==> src/rtl/bolme_denetleyici_pkg.sv <==
// Shared types and defaults for the iterative divide/remainder unit.
package bolme_denetleyici_pkg;

    localparam int VARSAYILAN_GENISLIK = 32;
    localparam int VARSAYILAN_ADIM     = 32;

    typedef enum logic [1:0] {
        ISLEM_DIV  = 2'b00,
        ISLEM_DIVU = 2'b01,
        ISLEM_REM  = 2'b10,
        ISLEM_REMU = 2'b11
    } islem_e;

    typedef enum logic [1:0] {
        BOSTA   = 2'b00,
        HESAPLA = 2'b01,
        BITTI   = 2'b10
    } durum_e;

    function automatic logic isaretli_mi(input islem_e islem);
        return (islem == ISLEM_DIV) || (islem == ISLEM_REM);
    endfunction

    function automatic logic kalan_mi(input islem_e islem);
        return (islem == ISLEM_REM) || (islem == ISLEM_REMU);
    endfunction

endpackage

==> src/rtl/bolme_denetleyici_adimi.sv <==
// One restoring shift-subtract step: shifts the next dividend bit into the
// partial remainder and subtracts the divisor when it fits.
module bolme_adimi #(
    parameter int VERI_GENISLIGI = 32
) (
    input  logic [VERI_GENISLIGI-1:0] kalan,
    input  logic [VERI_GENISLIGI-1:0] bolum,
    input  logic [VERI_GENISLIGI-1:0] bolen,
    output logic [VERI_GENISLIGI-1:0] yeni_kalan,
    output logic [VERI_GENISLIGI-1:0] yeni_bolum
);

    logic [VERI_GENISLIGI:0]   kaydir_s;
    logic [VERI_GENISLIGI-1:0] fark_s;
    logic                      sigar_s;

    // Compare in W+1 bits; the difference always fits in W bits because remainder < divisor.
    always_comb begin
        kaydir_s   = {kalan, bolum[VERI_GENISLIGI-1]};
        fark_s     = kaydir_s[VERI_GENISLIGI-1:0] - bolen;
        sigar_s    = (kaydir_s >= {1'b0, bolen});
        yeni_bolum = {bolum[VERI_GENISLIGI-2:0], sigar_s};
        if (sigar_s) begin
            yeni_kalan = fark_s;
        end else begin
            yeni_kalan = kaydir_s[VERI_GENISLIGI-1:0];
        end
    end

endmodule

==> src/rtl/bolme_denetleyici.sv <==
// Multi-cycle DIV/DIVU/REM/REMU sequencer: special-case detection, magnitude
// iteration through bolme_adimi, and sign correction of the final result.
module bolme_denetleyici
    import bolme_denetleyici_pkg::*;
#(
    parameter int VERI_GENISLIGI = VARSAYILAN_GENISLIK,
    parameter int ADIM_SAYISI    = VARSAYILAN_ADIM
) (
    input  logic                      clk_i,
    input  logic                      rst_i,
    input  logic                      basla_i,
    input  logic [1:0]                islem_i,
    input  logic [VERI_GENISLIGI-1:0] bolunen_i,
    input  logic [VERI_GENISLIGI-1:0] bolen_i,
    input  logic                      iptal_i,
    output logic                      durdur_o,
    output logic                      mesgul_o,
    output logic [VERI_GENISLIGI-1:0] sonuc_o,
    output logic                      sonuc_gecerli_o
);

    localparam int SAYAC_W = $clog2(ADIM_SAYISI);
    localparam logic [SAYAC_W-1:0] SON_ADIM = SAYAC_W'(ADIM_SAYISI - 1);
    localparam logic [VERI_GENISLIGI-1:0] EN_KUCUK = {1'b1, {(VERI_GENISLIGI-1){1'b0}}};

    durum_e                    durum_r;
    islem_e                    islem_r;
    logic [SAYAC_W-1:0]        sayac_r;
    logic [VERI_GENISLIGI-1:0] kalan_r, bolum_r, bolen_r, sonuc_r;
    logic                      bolunen_neg_r, bolen_neg_r, gecerli_r;

    islem_e                    yeni_islem_s;
    logic                      a_neg_s, b_neg_s, tasma_s;
    logic [VERI_GENISLIGI-1:0] a_mutlak_s, b_mutlak_s;
    logic [VERI_GENISLIGI-1:0] yeni_kalan_s, yeni_bolum_s, sonuc_sec_s;

    bolme_adimi #(.VERI_GENISLIGI(VERI_GENISLIGI)) u_adim (
        .kalan      (kalan_r),
        .bolum      (bolum_r),
        .bolen      (bolen_r),
        .yeni_kalan (yeni_kalan_s),
        .yeni_bolum (yeni_bolum_s)
    );

    // Decode the incoming request into sign flags and operand magnitudes.
    always_comb begin
        yeni_islem_s = islem_e'(islem_i);
        a_neg_s      = isaretli_mi(yeni_islem_s) & bolunen_i[VERI_GENISLIGI-1];
        b_neg_s      = isaretli_mi(yeni_islem_s) & bolen_i[VERI_GENISLIGI-1];
        a_mutlak_s   = a_neg_s ? -bolunen_i : bolunen_i;
        b_mutlak_s   = b_neg_s ? -bolen_i : bolen_i;
        tasma_s      = isaretli_mi(yeni_islem_s) && (bolunen_i == EN_KUCUK) && (bolen_i == '1);
    end

    // Sign-corrected result taken from the last iteration step.
    always_comb begin
        sonuc_sec_s = '0;
        if (kalan_mi(islem_r)) begin
            sonuc_sec_s = bolunen_neg_r ? -yeni_kalan_s : yeni_kalan_s;
        end else begin
            sonuc_sec_s = (bolunen_neg_r ^ bolen_neg_r) ? -yeni_bolum_s : yeni_bolum_s;
        end
    end

    // Sequencer, datapath registers and registered result outputs.
    always_ff @(posedge clk_i) begin
        if (!rst_i) begin
            durum_r       <= BOSTA;
            islem_r       <= ISLEM_DIV;
            sayac_r       <= '0;
            kalan_r       <= '0;
            bolum_r       <= '0;
            bolen_r       <= '0;
            sonuc_r       <= '0;
            bolunen_neg_r <= 1'b0;
            bolen_neg_r   <= 1'b0;
            gecerli_r     <= 1'b0;
        end else begin
            gecerli_r <= 1'b0;
            case (durum_r)
                BOSTA: begin
                    if (basla_i && !iptal_i) begin
                        islem_r       <= yeni_islem_s;
                        bolunen_neg_r <= a_neg_s;
                        bolen_neg_r   <= b_neg_s;
                        if (bolen_i == '0) begin
                            durum_r   <= BITTI;
                            gecerli_r <= 1'b1;
                            sonuc_r   <= kalan_mi(yeni_islem_s) ? bolunen_i : '1;
                        end else if (tasma_s) begin
                            durum_r   <= BITTI;
                            gecerli_r <= 1'b1;
                            sonuc_r   <= kalan_mi(yeni_islem_s) ? '0 : EN_KUCUK;
                        end else begin
                            durum_r <= HESAPLA;
                            sayac_r <= '0;
                            kalan_r <= '0;
                            bolum_r <= a_mutlak_s;
                            bolen_r <= b_mutlak_s;
                        end
                    end
                end
                HESAPLA: begin
                    if (iptal_i) begin
                        durum_r <= BOSTA;
                    end else begin
                        kalan_r <= yeni_kalan_s;
                        bolum_r <= yeni_bolum_s;
                        if (sayac_r == SON_ADIM) begin
                            durum_r   <= BITTI;
                            gecerli_r <= 1'b1;
                            sonuc_r   <= sonuc_sec_s;
                        end else begin
                            sayac_r <= sayac_r + SAYAC_W'(1);
                        end
                    end
                end
                BITTI:   durum_r <= BOSTA;
                default: durum_r <= BOSTA;
            endcase
        end
    end

    assign durdur_o        = ((durum_r == BOSTA) && basla_i && !iptal_i) || (durum_r == HESAPLA);
    assign mesgul_o        = (durum_r != BOSTA);
    assign sonuc_o         = sonuc_r;
    assign sonuc_gecerli_o = gecerli_r;

endmodule

==> config.mk <==
export PLATFORM = sky130hd
export DESIGN_NAME = bolme_denetleyici
export DESIGN_NICKNAME = d
export VERILOG_FILES = /design/src/rtl/bolme_denetleyici_pkg.sv /design/src/rtl/bolme_denetleyici_adimi.sv /design/src/rtl/bolme_denetleyici.sv
export SDC_FILE = /design/constraint.sdc
export NUM_CORES = 1
export LEC_CHECK = 0
export CAP_MARGIN = 25
export CORE_MARGIN = 10
export CORE_UTILIZATION = 54
export CTS_CLUSTER_SIZE = 10
export DETAILED_ROUTE_END_ITERATION = 12
export PLACE_DENSITY = 0.79
export SETUP_SLACK_MARGIN = 0.4
export SYNTH_ARGS = -nofsm -noshare
export SYNTH_HDL_FRONTEND = slang
export SYNTH_SLANG_ARGS = --single-unit
==> constraint.sdc <==
create_clock -name clk_i -period 5.3 [get_ports clk_i]
set_clock_uncertainty 0.1 [all_clocks]
set_input_delay 1.06 -clock clk_i [delete_from_list [all_inputs] [get_ports clk_i]]
set_output_delay 1.06 -clock clk_i [all_outputs]
set_load 0.02 [all_outputs]
# Yosys cells after proc, flatten, opt, wreduce, memory -nomap -nowiden
# Cells that the tools add are included.
# Widths: inputs -> output; s select.
dict set report word_totals {
  reg_bits 140
  wordCells 101
  out_inout_bits 35
}
dict set report classes {
  n_addsub 6
  n_reduce_logical 21
  muxes 42
  bitwise 5
  magnitude_cmp 1
  eq_ne 16
}
# operator count
set ops {}
lappend ops {{$mux 32} 21}
lappend ops {{$pmux 32 s2} 3}
lappend ops {{$neg 32->32} 4}
lappend ops {{$eq 32x32->1 const B} 2}
lappend ops {{$ge 33x32->1} 1}
lappend ops {{$logic_not 32->1} 1}
lappend ops {{$sub 32x32->32} 1}
lappend ops {{$mux 5} 5}
lappend ops {{$ne 2x2->1 const B} 6}
lappend ops {{$mux 2} 5}
lappend ops {{$pmux 5 s2} 1}
lappend ops {{$reduce_and 5->1} 2}
lappend ops {{$eq 2x2->1 const B} 4}
lappend ops {{$ne 3x3->1 const B} 2}
lappend ops {{$reduce_and 6->1} 1}
lappend ops {{$add 5x1->5 const B} 1}
lappend ops {{$eq 5x5->1 const B} 1}
lappend ops {{$logic_and 1x1->1} 5}
lappend ops {{$mux 1} 5}
lappend ops {{$logic_not 2->1} 2}
lappend ops {{$logic_or 1x1->1} 4}
lappend ops {{$pmux 2 s2} 1}
lappend ops {{$reduce_and 2->1} 2}
lappend ops {{$reduce_and 4->1} 1}
lappend ops {{7 further kinds} 10}

# Depth between registers and ports, before layout
# Gate-level depths: netlist of run 1.
dict set report logic_depth {
  depth_word 8
  mapped_depth 25
  depth_no_buf 20
}

# Hierarchy
# From an unflattened synthesis of run 1, not the netlist that was laid out.
dict set report unflattened {
  hier_cells 1505
  area_unflattened_um2 11298.3
}
# mod seq_area_each_um2 n_inst area_each_um2 cells_per_inst
set by_module_without_submodules {}
lappend by_module_without_submodules {bolme_denetleyici 2782.7 1 8632.0 1140}
lappend by_module_without_submodules {bolme_adimi 0.0 1 2666.3 365}

# Least setup slack after synthesis of run 1
# No wires, ideal clock.
dict set report synth_timing {
  kind {register -> register}
  from {register bolen_r[30]}
  to {register sonuc_r[30], in the netlist sonuc_o[30]}
  slack_ns 0.084
  path_stages_with_launch 23
  t_arrival_ns 4.999
  setup_time_ns 0.118
  period_less_slack_ns 5.216
  path_cell_list {dfxtp_1 -> inv_1 -> ha_1 -> a21o_1 -> a211o_1 -> a221oi_2 -> and3_1 -> buf_6 -> nand2_4 -> inv_6 -> clkbuf_1 -> clkbuf_1 -> ha_1 -> nand3_1 -> nor3_1 -> nand2_1 -> or4_1 -> or4_1 -> o41ai_1 -> xnor2_1 -> a221oi_1 -> o2111ai_1 -> o2111a_1}
}
dict set report synth_via {
  elab_chain_cells 8
  word_cells_on_any_way 11
  classes_between {add/sub: 3; order compare: 1; mux: 7}
}
# item line_no
set synth_rtl {}
lappend synth_rtl {{from (decl)} bolme_denetleyici.sv:29} ;# logic [VERI_GENISLIGI-1:0] kalan_r, bolum_r, bolen_r, sonuc_r;
lappend synth_rtl {{from (signal assigned)} bolme_denetleyici.sv:99} ;# bolen_r <= b_mutlak_s;
lappend synth_rtl {{$sub 32x32->32 or $ge 33x32->1 (tied branches)} {bolme_denetleyici_adimi.sv:20, bolme_denetleyici_adimi.sv:21}}
lappend synth_rtl {{$mux 32} bolme_denetleyici_adimi.sv:23} ;# if (sigar_s) begin
lappend synth_rtl {{$neg 32->32} bolme_denetleyici.sv:59} ;# sonuc_sec_s = bolunen_neg_r ? -yeni_kalan_s : yeni_kalan_s;
lappend synth_rtl {{$mux 32} bolme_denetleyici.sv:59}
lappend synth_rtl {{$mux 32 (*)} bolme_denetleyici.sv:58} ;# if (kalan_mi(islem_r)) begin
lappend synth_rtl {{$mux 32 (*)} bolme_denetleyici.sv:109} ;# if (sayac_r == SON_ADIM) begin
lappend synth_rtl {{$mux 32 (*)} bolme_denetleyici.sv:104} ;# if (iptal_i) begin
lappend synth_rtl {{$pmux 32 s2 (*)} bolme_denetleyici.sv:80} ;# case (durum_r)
lappend synth_rtl {{to (signal assigned)} bolme_denetleyici.sv:89} ;# sonuc_r <= kalan_mi(yeni_islem_s) ? bolunen_i : '1;
lappend synth_rtl {{to (signal assigned)} bolme_denetleyici.sv:93} ;# sonuc_r <= kalan_mi(yeni_islem_s) ? '0 : EN_KUCUK;
lappend synth_rtl {{to (signal assigned)} bolme_denetleyici.sv:112} ;# sonuc_r <= sonuc_sec_s;
lappend synth_rtl {{to (decl)} bolme_denetleyici.sv:29}
# Mark *: on every way between the ends. The rest lies on a longest branch, timed or not. The select of a mux whose other input is x is not followed.
# A chain may end at the register's enable or synchronous reset.

# Worst setup path after layout of run 1
dict set report layout_timing {
  from {register bolen_r[9]}
  to {register sonuc_r[28], in the netlist sonuc_o[28]}
}
# Same word-level chain as after synthesis.

==> results of run 1 <==
-- cells in the final DEF, fill, tap and decap left out, types with 5 or more instances in the layout --
cell type,synthesis,layout
mux2i_1,25,24
or4_1,12,12
a31oi_1,24,24
a211oi_1,71,71
o211ai_1,19,19
nor3_1,36,32
ha_2,0,5
nand4_1,21,21
xnor2_1,65,65
ha_4,0,11
a21oi_2,3,6
a21oi_1,151,148
xor2_1,67,67
o21a_1,14,14
nand3_1,24,23
o21ai_0,116,114
or3_1,18,18
ha_1,39,23
dfxtp_1,139,136
clkbuf_16,0,17
o41ai_1,14,13
inv_6,1,6
nor2_1,238,238
and2_1,8,8
nor4_1,18,17
buf_4,1,35
o31ai_1,17,17
or2_2,5,5
a22oi_1,12,12
nand2_1,129,128
clkdlybuf4s50_1,0,104
a21o_1,9,9
inv_1,54,53
nand2b_1,11,10
nor2b_1,9,9
and3_1,13,12
a41oi_1,8,8
-- worst max-delay path, delay by kind of cell (launching register included) --
kind | cells | cell delay, ns
AND/OR/NAND/NOR | 9 | 1.98
AO/OA/AOI/OAI | 5 | 1.03
adder cells (fa/ha/maj) | 2 | 0.56
flip-flops | 1 | 0.33
multiplexers | 1 | 0.29
buffers and inverters | 2 | 0.23
XOR/XNOR | 1 | 0.09
-- state kept, by name (all words and copies together), names as in the netlist --
signal	count
bolunen_neg_r	1
bolum_r	32
sonuc_gecerli_o	1
kalan_r	32
sonuc_o	32
islem_r	1
bolen_r	32
durum_r	2
sayac_r	5
bolen_neg_r	1
-- metrics by stage --
step / instance area [um2] / hold slack, ns
floorplan: 11500 / 0.346
global placement: 12700 / 0.375
detailed placement: 12700 / 0.386
CTS: 13300 / 0.398
global route: 13500 / 0.420
finish: 13500 / 0.398
-- final cells by class --
type / instances / area [um2] / area share
Sequential cell: 139 / 2790 / 0.206
Clock buffer: 18 / 429 / 0.0318
Multi-Input combinational cell: 1284 / 8230 / 0.610
Timing Repair Buffer: 142 / 1360 / 0.101
Clock inverter: 14 / 133 / 0.00982
Tap cell: 275 / 344 / 0.0255
Inverter: 57 / 220 / 0.0163
-- power groups by stage --
stage / combinational [mW] / sequential, mW / clock [mW]
finish: 0.957 / 1.13 / 1.18
global route: 1.03 / 1.13 / 1.23
CTS: 0.903 / 1.12 / 1.17
detailed placement: 0.893 / 1.15 / 0
global placement: 0.880 / 1.15 / 0
floorplan: 0.633 / 1.13 / 0
-- worst min-delay path by stage --
stage / end
final: sonuc_o[6]
after global routing: bolen_r[14]
after CTS: kalan_r[27]
after detailed placement: kalan_r[27]
after global placement: bolen_r[18]
after floorplan: bolen_r[31]
-- what timing repair did --
| action | in CTS | in global routing |
|---|---|---|
| gates resized for setup | 7 | 45 |
| hold endpoints to repair | 0 | 0 |
| pin swaps | 1 | 5 |
| buffers inserted | 0 | 1 |
| endpoints found under the setup margin | 1 | 10 |
-- logic make-up after synthesis --
kind of cell               Yosys count  share of synthesized area
and+or+nand+nor                    569                      0.232
AOI/OAI and AO/OA                  516                      0.293
buffers and inverters              154                     0.0627
DFF                                139                      0.243
xor gates and xnor gates           132                      0.101
adders and majority gates           40                     0.0444
muxes                               27                     0.0238
-- routing by layer --
metal  vias to the layer above  part of all wire  GRT usage  routed length, um
li1                       5847                 -          -                  -
met2                       678              0.46      0.420              17900
met1                      5784              0.42      0.352              16500
met4                         0             0.031     0.0944               1190
met5                         -                 0          0                  0
met3                       104             0.090     0.0416               3520
==> metrics.cfg, run 1 <==
[clocking]
htreeDepth = 4
path_clk_slew_ns = 0.07
cts.sinks = 139
cts_tree = built
cts_root_buffer = clkbuf_16
cts_buffer_depth = 2
hold_buffers = 0
cts_buffers = 17
clkLatencyLatePin_ns = 0.45

[critical_path]
cp-end-kind = flip-flop
crit_chain = inv_1 -> ha_2 -> nand4_1 -> or2_4 -> a211o_1 -> a21o_4 -> nand2_4 -> buf_8 -> mux2i_4 -> ha_4 -> nand3_1 -> nor3_1 -> nand3_1 -> o41ai_4 -> nand3_2 -> or3_4 -> o41ai_4 -> xnor2_1 -> or3_1 -> a21oi_1
start_kind = flip-flop
ff2ff_path_depth = 20
worstPathArrival_ns = 4.99
reg2reg_to = sonuc_o[28]
r2r_slack_ns = 0.59
slowest_delay_ns = 0.45
critical_path_required_ns = 5.58
crit_fanout = 15
critPathKind = flip-flop to flip-flop
crit_path_top_delay_cell = or3_4
r2r_start = bolen_r[9]
startpoint = bolen_r[9]
endpoint = sonuc_o[28]

[power]
p_int_mw = 2.07
power_frac_comb = 0.294
net-switching-power_mw = 1.19
vdd_drop_max_mv = 0.179
powerDensity_nw_per_um2 = 242
finalPower_mw = 3.26
clkPwrFrac = 0.361
sw_frac_of_total = 0.365
pwr-share-seq = 0.346
leakage_nw = 5.02

[timing]
fmax_ghz = 0.212
hold_violations = 0
setup_violations = 0
period_minus_slack_ns = 4.71
setup_total_negative_slack_ns = 0
fin_ws_ns = 0.587
finalMaxSlewViolations = 0
max_slew_margin = 0.262
worstMarginPinSlew_ns = 1.11
post-route-period-util = 0.889
grt_setup_unrepaired = yes

[yosys]
synth_common_cells = nor2_1, a21oi_1, dfxtp_1, nand2_1, o21ai_0
synthesis.area_um2 = 11400
synth.net_count = 1687
synth_flop_cell = dfxtp_1
synth.distinct_cells = 97
synth_cells = 1577
yosysMostFrequentCell = nor2_1
synth_edf_count = 0
syn-mean-instance-area_um2 = 7.26
synth_largest_area_cell = dfxtp_1
synth_top_area_share = 0.243
yosys_warnings = 0
yosys-top-cells-area = dfxtp_1, nor2_1, a21oi_1, xor2_1, o21ai_0
ys_ff_latch = 139
synth-seq-area-share = 0.243
async_reset_ff_frac = 0

[worst_hold_path]
hold_start = sonuc_o[6]
min_path_cells = 2
hp-class = flip-flop to flip-flop

[layout]
instances_no_fill = 1929
synthToLayoutAreaGrowth_pct = 17.9
fillCellCount = 1888
num_antenna_cells = 0
nNetsFinal = 1751
drive_above_1_share = 0.0937
fin_util = 0.644

[floorplanning]
initial_utilization = 0.546
row_count = 53
fp.dieW_um = 166
die_area_um2 = 27400
core_um2 = 21000
die_h_um = 166
io_pins = 105

[detailed_routing]
wl_um = 39100
viasPerCell = 6.43
wl_per_cell_um = 20.2
vias = 12400
postRouteAntennaNets = 0
drt-pass1-iter-count = 6
drt_iter0_drc = 1329
drcViolationCount = 0

[placement]
dp_hpwl_um = 28800
port_buffers = 104
placed_cells = 1895
pre_cts_ws_ns = 0.235
gp_congestion = 0.981

[global_routing]
grt_pass1_wl_um = 60900
first_global_vias = 11400
grt_overflow = 0
antenna_found_initial = 0
grt.total_usage = 0.264
grt_max_degree = 82

[flow_run]
timing.max_cap.violations = 0

[outcome]
status = finished clean

Power figures use the tool's default switching activity.
==> run 2: changes to the inputs <==
Settings changed: HOLD_SLACK_MARGIN from default to 0.15.
==> results of run 2 <==
No change in the layout: final DEF, timing and power equal those of run 1.
==> run 3: changes to the inputs <==
Settings changed: CORE_UTILIZATION 54 to 35, PLACE_DENSITY 0.79 to 0.67.
==> run 3 against run 2 <==
Against the previous run: total power is 2.1% higher; register-to-register slack is essentially flat; via count down 3.1%; count of clock-buffer cells in the layout down 1; worst setup slack worse by 0.0083 ns; sequential share of layout area shrank 0.49 points; largest power group unchanged.
==> metrics.cfg, run 3 (synthesis gave the netlist of run 1 again) <==
[timing]
hold_ws_ns = 0.389
hold_violations = 0
setup_violations = 0
period_minus_slack_ns = 4.72
finalMaxSlewViolations = 0
post-route-period-util = 0.891
fmax_ghz = 0.212
grt_setup_unrepaired = yes
max_slew_margin = 0.318
setup_total_negative_slack_ns = 0
worstMarginPinSlew_ns = 1.02

[global_routing]
grt_max_degree = 97
first_global_vias = 11200
use_met3 = 0.0218
met1_usage = 0.226
grt.total_usage = 0.184
grt.busiest_layer = met2
grt_pass1_wl_um = 61700
antenna_found_initial = 0
use_met2 = 0.323
grt_overflow = 0

[critical_path]
crit_fanout = 48
cp-end-kind = flip-flop
critPathKind = input port to flip-flop
crit_family = simple AND/OR/NAND/NOR gates
start_kind = input port
critical_path_required_ns = 5.57
path_buf_inv = 2
crit_path_top_delay_cell = or4_1
crit_chain = clkdlybuf4s50_1 -> or4_1 -> nor4_2 -> nand2b_1 -> or4_4 -> or3_1 -> and4b_1 -> nor2_1 -> o22ai_4 -> buf_6 -> a22oi_1 -> nor2_1
crit_top_cell = nor2_1
worstPathArrival_ns = 4.99
slowest_delay_ns = 0.66

[floorplanning]
fp.dieW_um = 201
initial_utilization = 0.354
io_pins = 105
die_area_um2 = 40300
row_count = 66
core_um2 = 32400
die_h_um = 201

[layout]
drive_above_1_share = 0.111
fillCellCount = 3330
final_common_cell = nor2_1
nNetsFinal = 1761
num_antenna_cells = 0
synthToLayoutAreaGrowth_pct = 21.3
layout_common_cells = nor2_1, a21oi_1, nand2_1, dfxtp_1, o21ai_0

[detailed_routing]
viasPerCell = 5.71
wl_um = 39000
drt-pass1-iter-count = 5
drcViolationCount = 0
postRouteAntennaNets = 0
drt_iter0_drc = 978
vias = 12000
wl_per_cell_um = 18.5

[power]
powerDensity_nw_per_um2 = 240
leakage_nw = 5.11
vdd_drop_max_mv = 0.186

[outcome]
status = finished clean

[clocking]
cts_tree = built
cts_buffer_depth = 2
path_clk_slew_ns = 0.06
hold_buffers = 0
cts_root_buffer = clkbuf_16
cts.sinks = 139
cts_buffers = 17
clkLatencyLatePin_ns = 0.44
htreeDepth = 4

[placement]
gp_congestion = 0.927
port_buffers = 104
dp_hpwl_um = 29200

[worst_hold_path]
hp-class = flip-flop to flip-flop

[flow_run]
timing.max_cap.violations = 0

[run 3: layer usage]
layer | wire length [um] | share of wire
met1 | 16500 | 0.42
met3 | 1980 | 0.051
met4 | 1240 | 0.032
met2 | 19400 | 0.50
met5 | 0 | 0
[run 3: path summary, 6_finish.rpt]
path                                    end     startpoint  depth (start not counted)  slack (ns)
worst max-delay path            kalan_r[20]  bolunen_i[13]                         12        0.58
worst min-delay path            bolen_r[31]    bolen_r[31]                          2        0.39
worst max register to register  sonuc_o[30]    bolen_r[29]                         19        0.59
worst min register to register  bolen_r[31]    bolen_r[31]                          2        0.39
[run 3: what timing repair did]
action / in CTS / in global routing
pin swaps: 1 / 12
setup endpoints to repair: 3 / 10
resized for setup: 13 / 58
buffers inserted: 0 / 5
cloned: 0 / 2
[run 3: layout make-up]
class | count | area, um2 | area share
Multi-Input combinational cell | 1284 | 8260 | 0.595
Sequential cell | 139 | 2800 | 0.201
Timing Repair Buffer | 152 | 1450 | 0.105
Tap cell | 442 | 553 | 0.0398
Clock buffer | 17 | 425 | 0.0306
Inverter | 57 | 220 | 0.0159
Clock inverter | 15 | 175 | 0.0126
[run 3: power by group]
group / switching, mW / internal (mW) / total [mW]
Sequential: 0.0407 / 1.08 / 1.12
Clock: 0.571 / 0.674 / 1.25
Combinational: 0.581 / 0.379 / 0.960
[run 3: worst reg2reg max path, cell delays in order, from the launching register on]
cell and delay, ns:
dfxtp_1 0.31, inv_1 0.13, ha_4 0.24, and3_1 0.21, nor3b_2 0.18, a221oi_2 0.28, and3_4 0.28, nand2_8 0.11
inv_6 0.07, ha_2 0.20, nand3_4 0.09, nor3_4 0.23, nand2_2 0.12, or4_4 0.46, or4_4 0.46, o41ai_4 0.31
xnor2_1 0.15, a221oi_2 0.28, o2111ai_1 0.14, o2111a_1 0.25
[run 3: per-stage QoR]
step	power (mW)	worst slack (ns)	instances	cell area (um2)	utilization
6_report	3.33	0.579	2106	13900	0.429
3_5_place_dp	2.04	0.181	2067	12900	0.399
5_1_grt	3.49	0.377	2106	13900	0.429
2_1_floorplan	1.76	0.393	1577	11500	-
3_3_place_gp	2.03	0.302	2067	12900	0.399
4_1_cts	3.28	0.406	2099	13600	0.420
